`config.mk`:
```
export PLATFORM = sky130hd
export DESIGN_NAME = mouse_tracker
export DESIGN_NICKNAME = d
export VERILOG_FILES = /design/src/rtl/mouse_tracker.sv
export SDC_FILE = /design/constraint.sdc
export NUM_CORES = 1
export LEC_CHECK = 0
export ABC_CLOCK_PERIOD_IN_PS = 5860
export CAP_MARGIN = 25
export CORE_MARGIN = 2
export CORE_UTILIZATION = 45
export CTS_CLUSTER_DIAMETER = 50
export DETAILED_ROUTE_END_ITERATION = 6
export HOLD_SLACK_MARGIN = 0.03
export PLACE_DENSITY = 0.68
export SLEW_MARGIN = 30
export SYNTH_ARGS = -nofsm -noshare
export SYNTH_HDL_FRONTEND = slang
export SYNTH_SLANG_ARGS = --single-unit
```
`constraint.sdc`:
```
create_clock -name clk -period 5.86 [get_ports clk]
set_clock_uncertainty 0.05 [all_clocks]
set_input_delay 1.172 -clock clk [delete_from_list [all_inputs] [get_ports clk]]
set_output_delay 1.172 -clock clk [all_outputs]
set_load 0.05 [all_outputs]
```
`src/rtl/mouse_tracker.sv`:
```
// PS/2 mouse receiver: deframes 11-bit PS/2 frames, assembles 3-byte movement
// packets and tracks a clamped on-screen pointer position and left button.
module mouse_tracker #(
  parameter int SCREEN_W       = 640,
  parameter int SCREEN_H       = 480,
  parameter int TIMEOUT_CYCLES = 50000
) (
  input  logic       clk,
  input  logic       reset,
  input  logic       ps2_clk,
  input  logic       ps2_data,
  output logic [9:0] mouseX,
  output logic [9:0] mouseY,
  output logic       mouseBotton,
  output logic       packet_valid,
  output logic       frame_error
);

  // frame state | meaning
  // IDLE        | waiting for a start bit
  // DATA        | shifting in 8 data bits, LSB first
  // PARITY      | capturing the odd-parity bit
  // STOP        | checking stop bit and parity, handing the byte on
  // packet state | meaning
  // BYTE0        | waiting for a header byte (bit3 set)
  // BYTE1        | waiting for the X movement byte
  // BYTE2        | waiting for the Y movement byte, then apply

  localparam int TW = $clog2(TIMEOUT_CYCLES + 1);
  localparam logic [TW-1:0]     TMO_LOAD = TW'(TIMEOUT_CYCLES - 1);
  localparam logic signed [11:0] X_MAX   = 12'(SCREEN_W - 1);
  localparam logic signed [11:0] Y_MAX   = 12'(SCREEN_H - 1);

  typedef enum logic [1:0] {IDLE, DATA, PARITY, STOP} frame_t;
  typedef enum logic [1:0] {BYTE0, BYTE1, BYTE2} pkt_t;

  frame_t frame_st;
  pkt_t   pkt_st;

  logic          clk_s1, clk_s2, clk_prev;
  logic          data_s1, data_s2;
  logic          fall;
  logic [7:0]    shift_reg;
  logic [2:0]    bit_cnt;
  logic          parity_bit;
  logic [TW-1:0] tmo_cnt;
  logic [4:0]    hdr;      // {y_ovf, x_ovf, y_sign, x_sign, left_button}
  logic [7:0]    byte1;

  logic signed [11:0] dx, dy, new_x, new_y;
  logic [9:0]         clamp_x, clamp_y;
  logic               parity_ok;

  assign fall = clk_prev & ~clk_s2;

  always_comb begin
    dx        = hdr[3] ? 12'sd0 : $signed({{4{hdr[1]}}, byte1});
    // shift_reg holds the third byte while its stop bit is being checked
    dy        = hdr[4] ? 12'sd0 : $signed({{4{hdr[2]}}, shift_reg});
    new_x     = $signed({2'b00, mouseX}) + dx;
    new_y     = $signed({2'b00, mouseY}) - dy;
    parity_ok = ^{shift_reg, parity_bit};
    clamp_x   = new_x[9:0];
    clamp_y   = new_y[9:0];
    if (new_x < 12'sd0)      clamp_x = 10'd0;
    else if (new_x > X_MAX)  clamp_x = X_MAX[9:0];
    if (new_y < 12'sd0)      clamp_y = 10'd0;
    else if (new_y > Y_MAX)  clamp_y = Y_MAX[9:0];
  end

  always_ff @(posedge clk) begin
    if (reset) begin
      clk_s1       <= 1'b1;
      clk_s2       <= 1'b1;
      clk_prev     <= 1'b1;
      data_s1      <= 1'b1;
      data_s2      <= 1'b1;
      frame_st     <= IDLE;
      pkt_st       <= BYTE0;
      shift_reg    <= '0;
      bit_cnt      <= '0;
      parity_bit   <= 1'b0;
      tmo_cnt      <= TMO_LOAD;
      hdr          <= '0;
      byte1        <= '0;
      mouseX       <= 10'(SCREEN_W / 2);
      mouseY       <= 10'(SCREEN_H / 2);
      mouseBotton  <= 1'b0;
      packet_valid <= 1'b0;
      frame_error  <= 1'b0;
    end else begin
      clk_s1       <= ps2_clk;
      clk_s2       <= clk_s1;
      clk_prev     <= clk_s2;
      data_s1      <= ps2_data;
      data_s2      <= data_s1;
      packet_valid <= 1'b0;
      frame_error  <= 1'b0;

      if (frame_st != IDLE && !fall) begin
        if (tmo_cnt == '0) begin
          frame_st    <= IDLE;
          pkt_st      <= BYTE0;
          frame_error <= 1'b1;
          tmo_cnt     <= TMO_LOAD;
        end else begin
          tmo_cnt <= tmo_cnt - 1'b1;
        end
      end

      if (fall) begin
        tmo_cnt <= TMO_LOAD;
        case (frame_st)
          IDLE: begin
            if (!data_s2) begin
              frame_st <= DATA;
              bit_cnt  <= '0;
            end
          end
          DATA: begin
            shift_reg <= {data_s2, shift_reg[7:1]};
            bit_cnt   <= bit_cnt + 1'b1;
            if (bit_cnt == 3'd7) frame_st <= PARITY;
          end
          PARITY: begin
            parity_bit <= data_s2;
            frame_st   <= STOP;
          end
          default: begin
            frame_st <= IDLE;
            if (data_s2 && parity_ok) begin
              case (pkt_st)
                BYTE0: begin
                  if (shift_reg[3]) begin
                    hdr    <= {shift_reg[7:4], shift_reg[0]};
                    pkt_st <= BYTE1;
                  end
                end
                BYTE1: begin
                  byte1  <= shift_reg;
                  pkt_st <= BYTE2;
                end
                BYTE2: begin
                  mouseX       <= clamp_x;
                  mouseY       <= clamp_y;
                  mouseBotton  <= hdr[0];
                  packet_valid <= 1'b1;
                  pkt_st       <= BYTE0;
                end
                default: pkt_st <= BYTE0;
              endcase
            end else begin
              frame_error <= 1'b1;
              pkt_st      <= BYTE0;
            end
          end
        endcase
      end
    end
  end

endmodule

```
==> results.cfg, run 1 <==
[route]
final_antenna_net_count = 0
via_per_inst = 5.447
drc = 0
vias = 3350
drt_iter0_drc = 136
first_pass_iters = 4
routed_wl_um = 8458
wl_per_cell_um = 13.75

[layout]
diodes = 0
fillers = 829
multi_input_area_mm2 = 0.002464
reg_top3 = tmo_cnt: 16 flops, mouseX: 10 flops, mouseY: 10 flops
layout-drive-gt1-share_pct = 5.523
utilization_pct = 52.61
area_growth_pct = 13.46
largest_reg_flops = 16
layout.cells.non_filler = 615
top_register = tmo_cnt
nNetsFinal = 535
seq_area_mm2 = 0.001461

[placement]
pre_cts_ws_ns = 2.643
dp.cells = 599
place.port_buffers = 26
globalplace.congestion = 0.8330
hpwl_um = 6093

[yosys]
synth-edff-count = 0
synth.area.top_cells = dfxtp_1, ha_1, xnor2_1
ys_async_sr_fraction_pct = 0
synth_most_common_cell = dfxtp_1
yosys-top-cells-count = dfxtp_1, nor2_1, nand2_1
synthCells = 479
synth_flop_cell = dfxtp_1
synth_top_area_share_pct = 36.14
synth_largest_area_cell = dfxtp_1
ys_warn_count = 0
synthDistinctLibCells = 55
synth_area_mm2 = 0.004044
ys_ff_latch = 73
syn_nets = 512
avgSynthCellArea_um2 = 8.442
synth-seq-area-share_pct = 36.14

[sta]
setup_viol = 0
layout_setup_ws_ns = 2.651
tns_ns = 0
slew-limit-headroom_pct = 39.36
rsz0062_at_grt = no
final_max_slew_viol_count = 0
tightest_slew_ns = 0.9096
fmax_mhz = 311.6
finalHoldViolCount = 0
period_needed_ns = 3.209
fin_crit_sh_pct = 54.76

[pwr]
p_total_mw = 0.9148
cellLeakagePower_nw = 1.813
ir_drop_mv = 0.1258
powerDensity_mw_per_mm2 = 199.4

[clocking]
cts_tree = yes
cts_resized = 0
cts_buffer_depth = 2
ctsHoldBuffers = 0
numCtsBuffers = 9
cts-root-buf = clkbuf_8
clk_latency_ns = 0.35
htree_levels = 3
clk_pin_slew_worst_paths_ns = 0.08
cts_setup_buffers = 0
clkSinkCount = 73

[flow_run]
drv_cap = 0

[worst_setup_path]
cp.required_ns = 6.06
crit_top_cell = nor2_1
start_kind = register
worstPathArrival_ns = 3.41
cpPeakStageDelay_ns = 0.43
crit_fanout = 6
timing_worst_setup_path_type = register to register
cpMaxStageDelayCell = o31ai_1
cp-end-kind = register
worstPathBufferInverterCount = 1
crit_chain = nor2b_1 -> ha_1 -> inv_1 -> fa_1 -> a211oi_1 -> nor2_1 -> o31ai_1 -> a2111o_1 -> o211ai_1 -> nor2_1 -> nor2_1 -> a221oi_1
r2r_cells = 12
cp.depth = 12
critPathTopFamily = compound AO/OA/AOI/OAI gates

[floorplanning]
die_w_um = 98.80
core_area_mm2 = 0.008721
die_area_mm2 = 0.009760
ioPinCount = 27
rows = 34
die_h_um = 98.80
initial_utilization_pct = 46.37

[global_routing]
grt_pass1_vias = 3161
track_usage_pct = 18.16
grt_antenna_before_repair = 0
grt_overflow_total = 0
grt_pass1_wl_um = 14500
grt_max_degree = 56

[min_path]
hold_class = register to register
whs_path_depth = 1

[run_status]
status = finished clean
## placed cells by master (no fill, tap or decap), types with 5 or more instances in the layout
| cell type | n |
|---|---|
| inv_1 | 16 |
| nor2b_1 | 12 |
| or3_1 | 5 |
| mux2i_1 | 13 |
| nand2_1 | 53 |
| a21oi_1 | 38 |
| clkbuf_8 | 10 |
| nand3_1 | 8 |
| a31oi_1 | 6 |
| clkdlybuf4s50_1 | 25 |
| nor3_1 | 10 |
| dfxtp_1 | 73 |
| nor2_1 | 55 |
| a21o_1 | 7 |
| xnor2_1 | 25 |
| xor2_1 | 11 |
| nand2b_1 | 16 |
| nor4_1 | 5 |
| or2_2 | 6 |
| ha_1 | 27 |
| o21ai_0 | 16 |
## stage by stage
stage / instance area [um^2] / hold slack [ns]
after detailed placement: 4385 / 0.3431
after floorplan: 4044 / 0.3395
after global routing: 4588 / 0.3677
after global placement: 4385 / 0.3426
after CTS: 4583 / 0.3613
final: 4588 / 0.3606
## report_power, final
part / leakage [nW] / internal, mW / switching [mW] / total, mW
logic: 1.12 / 0.00452 / 0.0116 / 0.0162
registers: 0.589 / 0.497 / 0.000975 / 0.498
clock network: 0.101 / 0.210 / 0.191 / 0.400
total: 1.81 / 0.711 / 0.204 / 0.915
## path summary, 6_finish.rpt
path	start	end	slack (ns)
min	data_s1	data_s2	0.36
max reg2reg	shift_reg[0]	mouseY[1]	2.65
max	shift_reg[0]	mouseY[1]	2.65
min reg2reg	data_s1	data_s2	0.36
## logic make-up after synthesis
| group | share of synthesized area (%) |
|---|---|
| muxes | 3.496 |
| AOI/OAI and AO/OA | 16.77 |
| adders and majority gates | 9.344 |
| xor gates and xnor gates | 8.354 |
| DFF | 36.14 |
| and+or+nand+nor | 22.83 |
| buffers and inverters | 3.063 |
## routing by layer
layer | global-route usage (%) | vias to the layer above | wire length (um)
li1 | - | 1738 | -
met1 | 23.78 | 1543 | 3987
met2 | 29.26 | 56 | 3995
met3 | 3.404 | 13 | 332
met4 | 7.903 | 0 | 142
met5 | 0 | - | 0
## cell type report
| type | count | area share, % |
|---|---|---|
| Clock inverter | 4 | 1.145 |
| Tap cell | 108 | 2.945 |
| Multi-Input combinational cell | 374 | 53.70 |
| Clock buffer | 12 | 3.163 |
| Timing Repair Buffer | 28 | 5.890 |
| Inverter | 16 | 1.309 |
| Sequential cell | 73 | 31.85 |
(Power assumes the default switching activity.)
==> inputs of run 2 (changes only) <==
ABC_CLOCK_PERIOD_IN_PS = 3200   (was 5860)
clock period = 3.2 ns   (was 5.86 ns; I/O delays follow)
==> run 2 against run 1 <==
  * Power is 75% higher
  * Non-clock buffer count grew 4
  * Flip-flop and latch count is the same
  * First-iteration DRC count is 20% higher
  * Combinational power up 87%
  * Routed wire length is 0.40% lower
  * Core utilization up 0.13 points
  * Worst setup slack worse by 2.4 ns
  * Clock-buffer cell count did not move
  * Critical path type unchanged
  * Highest routed layer unchanged
==> results.cfg, run 2 (synthesized netlist as in run 1, its figures left out) <==
[clocking]
htree_levels = 3
cts_tree = yes
ctsHoldBuffers = 0
clk_pin_slew_worst_paths_ns = 0.08
cts_buffer_depth = 2
clkSinkCount = 73
clk_latency_ns = 0.34
numCtsBuffers = 9
cts-root-buf = clkbuf_8

[layout]
mostFrequentLayoutCell = dfxtp_1
diodes = 0
nNetsFinal = 539
final_area_mm2 = 0.004599
layout-drive-gt1-share_pct = 6.654
fillers = 799
final_cell_mix = dfxtp_1, nand2_1, nor2_1
largest_reg_flops = 16
top_register = tmo_cnt
layout.cells.non_filler = 619
area_growth_pct = 13.74
reg_top3 = tmo_cnt: 16 flops, mouseX: 10 flops, mouseY: 10 flops

[route]
first_pass_iters = 4
drt_iter0_drc = 163
via_per_inst = 5.509
routed_wl_um = 8424
wl_per_cell_um = 13.61
drc = 0
vias = 3410
final_antenna_net_count = 0

[worst_setup_path]
cp.required_ns = 3.43
timing_worst_setup_path_type = register to register
start_kind = register
cp-end-kind = register
crit_fanout = 10
worstPathArrival_ns = 3.18

[floorplanning]
die_h_um = 98.80
rows = 34
die_area_mm2 = 0.009760
core_area_mm2 = 0.008721
initial_utilization_pct = 46.37
ioPinCount = 27
die_w_um = 98.80

[placement]
globalplace.congestion = 0.7790
dp.cells = 603
hpwl_um = 6112
place.port_buffers = 26
placed_area_mm2 = 0.004415

[sta]
whs_ns = 0.3649
final_max_slew_viol_count = 0
finalHoldViolCount = 0
tns_ns = 0
rsz0062_at_grt = no
fin_crit_sh_pct = 92.33
fmax_mhz = 338.5
slew-limit-headroom_pct = 58.55
period_needed_ns = 2.954
tightest_slew_ns = 0.6183
setup_viol = 0

[pwr]
powerDensity_mw_per_mm2 = 348.8
cellLeakagePower_nw = 1.815
ir_drop_mv = 0.2230

[global_routing]
grt_antenna_before_repair = 0
grt_pass1_wl_um = 14530
grt_max_degree = 36
track_usage_pct = 18.00
grt_pass1_vias = 3177
grt_overflow_total = 0

[min_path]
hold_class = register to register

[run_status]
status = finished clean

[flow_run]
drv_cap = 0
-- run 2: cell types whose count changed in the layout (fill, tap and decap cells not counted), sizes merged --
cell	delta
bufinv	-1
clkinv	-1
clkinvlp	+2
buf	+4
-- run 2: layer usage --
layer,up-vias,GRT usage [%],wire [um]
met3,16,2.837,332
met2,68,28.95,3959
li1,1747,-,-
met5,-,0,0
met4,0,7.692,161
met1,1579,24.02,3971
-- run 2: repair_timing --
action,CTS,global route
gates resized for setup,0,2
endpoints found under the setup margin,0,4
setup buffers,0,0
-- run 2: layout make-up --
cell class / instances / area [um^2] / area share [%]
clock buffer: 12 / 145.1 / 3.156
clock inverter: 4 / 28.78 / 0.6257
timing repair buffer: 32 / 300.3 / 6.529
sequential: 73 / 1461 / 31.77
inverter: 16 / 60.06 / 1.306
tap: 108 / 135.1 / 2.938
multi-input combinational: 374 / 2469 / 53.67
-- run 2: worst paths after layout --
check / startpoint / endpoint / slack [ns] / cells after the start
worst max-delay path: hdr[3] / mouseX[7] / 0.25 / 12
worst min-delay path: data_s1 / data_s2 / 0.36 / 1
worst max register to register: hdr[3] / mouseX[7] / 0.25 / 12
worst min register to register: data_s1 / data_s2 / 0.36 / 1
-- run 2: stage by stage --
step / power (mW) / utilization (%) / setup slack (ns)
after floorplan: 0.9546 / - / 0.2652
after global placement: 0.9632 / 50.63 / 0.3080
after detailed placement: 0.9638 / 50.63 / 0.1759
after CTS: 1.617 / 52.63 / 0.1474
after global routing: 1.670 / 52.74 / 0.01488
final: 1.604 / 52.74 / 0.2455
-- run 2: critical path, stage by stage (launching register included) --
cell	delay [ns]
dfxtp_1	0.39
nor2b_1	0.15
ha_1	0.19
inv_1	0.06
fa_1	0.40
nor2b_1	0.20
o31ai_1	0.12
a221oi_1	0.32
a211o_1	0.15
a21oi_1	0.08
or2_2	0.32
or3_1	0.34
a21oi_1	0.12
-- run 2: power breakdown --
group	total (mW)	leakage, nW	internal [mW]	switching (mW)
Clock	0.662	0.0826	0.304	0.358
Combinational	0.0303	1.14	0.00832	0.0220
Sequential	0.912	0.589	0.910	0.00179
==> inputs of run 3 (changes only) <==
CORE_MARGIN = 4   (was 2)
==> run 3 against run 2 <==
  * Critical path depth fell by 2
  * Power is 6.7% higher
  * Cell count unchanged
  * Die area grew 8.3%
  * Register-to-register slack improved by 0.02 ns
  * Flip-flop and latch count did not move
==> results.cfg, run 3 (synthesized netlist as in run 1, its figures left out) <==
[pwr]
p_int_mw = 1.327
ir_drop_mv = 0.2061
cellLeakagePower_nw = 1.844
switchingPower_mw = 0.3851
p_total_mw = 1.712
clkPwrFrac_pct = 45.0
power_frac_seq_pct = 53.3
p_comb_share_pct = 1.7
power.share.switching_pct = 22.49
powerDensity_mw_per_mm2 = 368.3

[worst_setup_path]
crit_fanout = 10
r2r_cells = 10
r2r_setup_slack_ns = 0.26
cp.required_ns = 3.42
cp-end-kind = register
start_kind = register
timing_worst_setup_path_type = register to register
cpPeakStageDelay_ns = 0.47
crit_chain = nand2b_1 -> ha_1 -> a21o_1 -> or3_1 -> o211a_1 -> o41ai_1 -> xnor2_1 -> nand2_1 -> o21bai_1 -> a21oi_1
r2r_end = mouseY[8]
worstPathArrival_ns = 3.16
r2r_start = hdr[4]
cpMaxStageDelayCell = dfxtp_1

[route]
vias = 3435
via_per_inst = 5.549
final_antenna_net_count = 0
first_pass_iters = 4
routed_wl_um = 8441
drt_iter0_drc = 153
drc = 0
wl_per_cell_um = 13.64

[clocking]
clk_pin_slew_worst_paths_ns = 0.07
numCtsBuffers = 9
cts_resized = 0
htree_levels = 3
clk_latency_ns = 0.35
clkSinkCount = 73
cts-root-buf = clkbuf_8
cts_buffer_depth = 2
cts_tree = yes
ctsHoldBuffers = 0
cts_setup_buffers = 0

[global_routing]
track_usage_pct = 16.63
grt_max_degree = 29
grt_pass1_vias = 3081
grt_overflow_total = 0
grt_antenna_before_repair = 0
grt_pass1_wl_um = 13990

[min_path]
hp-start = data_s1
worstHoldEndpoint = data_s2
hold_class = register to register
whs_path_depth = 1

[layout]
top_register = tmo_cnt
largest_reg_flops = 16
layout-drive-gt1-share_pct = 7.436
diodes = 0
area_growth_pct = 14.98
reg_top3 = tmo_cnt: 16 flops, mouseX: 10 flops, mouseY: 10 flops
fillers = 809
nNetsFinal = 539
mostFrequentLayoutCell = dfxtp_1
final_cell_mix = dfxtp_1, nand2_1, nor2_1
seq_area_mm2 = 0.001461
multi_input_area_mm2 = 0.002480
utilization_pct = 53.31

[sta]
finalHoldViolCount = 0
period_needed_ns = 2.938
fmax_mhz = 340.4
final_max_slew_viol_count = 0
setup_viol = 0
slew-limit-headroom_pct = 56.81
fin_crit_sh_pct = 91.82
tightest_slew_ns = 0.6443

[placement]
place.port_buffers = 26
hpwl_um = 6115
globalplace.congestion = 0.8543

[run_status]
status = finished clean

[floorplanning]
rows = 34
core_area_mm2 = 0.008721
ioPinCount = 27
die_h_um = 102.8
initial_utilization_pct = 46.37
die_w_um = 102.8
die_area_mm2 = 0.01057

[flow_run]
drv_cap = 0
## run 3: cell types whose count changed in the layout (fill, tap and decap cells not counted)
cell        delta
clkbuf_1       -2
a221oi_2       +1
clkbuf_8       +1
inv_6          +2
o31ai_1        -1
clkinvlp_4     -2
o31ai_2        +1
a221oi_1       -1
bufinv_16      +1
## run 3: how the worst max path moves through the flow
stage	from	to	slack, ns	cells after the start
after CTS	shift_reg[0]	mouseY[2]	0.19	12
after detailed placement	shift_reg[0]	mouseY[3]	0.22	12
after global routing	hdr[3]	mouseX[7]	-0.02	10
after floorplan	mouseX[0]	mouseX[7]	0.27	11
after global placement	shift_reg[0]	mouseY[3]	0.30	12
final	hdr[4]	mouseY[8]	0.26	10
## run 3: through the flow
stage | hold slack, ns | TNS [ns] | setup WS (ns) | area [um^2] | std cells
2_1_floorplan | 0.3395 | 0 | 0.2652 | 4044 | 479
3_3_place_gp | 0.3462 | 0 | 0.3044 | 4415 | 603
3_5_place_dp | 0.3491 | 0 | 0.2196 | 4415 | 603
4_1_cts | 0.3691 | 0 | 0.1926 | 4628 | 619
5_1_grt | 0.3866 | -0.02776 | -0.02139 | 4649 | 619
6_report | 0.3661 | 0 | 0.2619 | 4649 | 619
## run 3: final cells by class
cell class,instances,share of cell area [%]
Timing Repair Buffer,32,6.459
Tap cell,108,2.906
Multi-Input combinational cell,374,53.34
Inverter,16,1.292
Clock buffer,11,3.256
Sequential cell,73,31.43
Clock inverter,5,1.319
## run 3: routing by layer
layer / routed length (um) / share of wire [%] / vias to the layer above / global-route usage (%)
met3: 330 / 3.9 / 13 / 4.060
met5: 0 / 0 / - / 0
met1: 4016 / 48 / 1611 / 21.59
met4: 172 / 2.0 / 0 / 6.474
met2: 3922 / 46 / 65 / 26.71
li1: - / - / 1746 / -
## run 3: power by group through the flow
stage | logic [mW] | clock network [mW] | registers [mW]
after floorplan | 0.0214 | 0 | 0.933
after global placement | 0.0293 | 0 | 0.934
after detailed placement | 0.0299 | 0 | 0.934
after CTS | 0.0299 | 0.795 | 0.912
after global routing | 0.0335 | 0.834 | 0.913
final | 0.0299 | 0.770 | 0.912
## run 3: worst max-delay path: cells and delay by family (launching register included)
family / cells / cell delay, ns
XOR/XNOR: 1 / 0.23
AO/OA/AOI/OAI: 5 / 1.09
AND/OR/NAND/NOR: 3 / 0.78
flip-flops: 1 / 0.47
adder cells (fa/ha/maj): 1 / 0.26
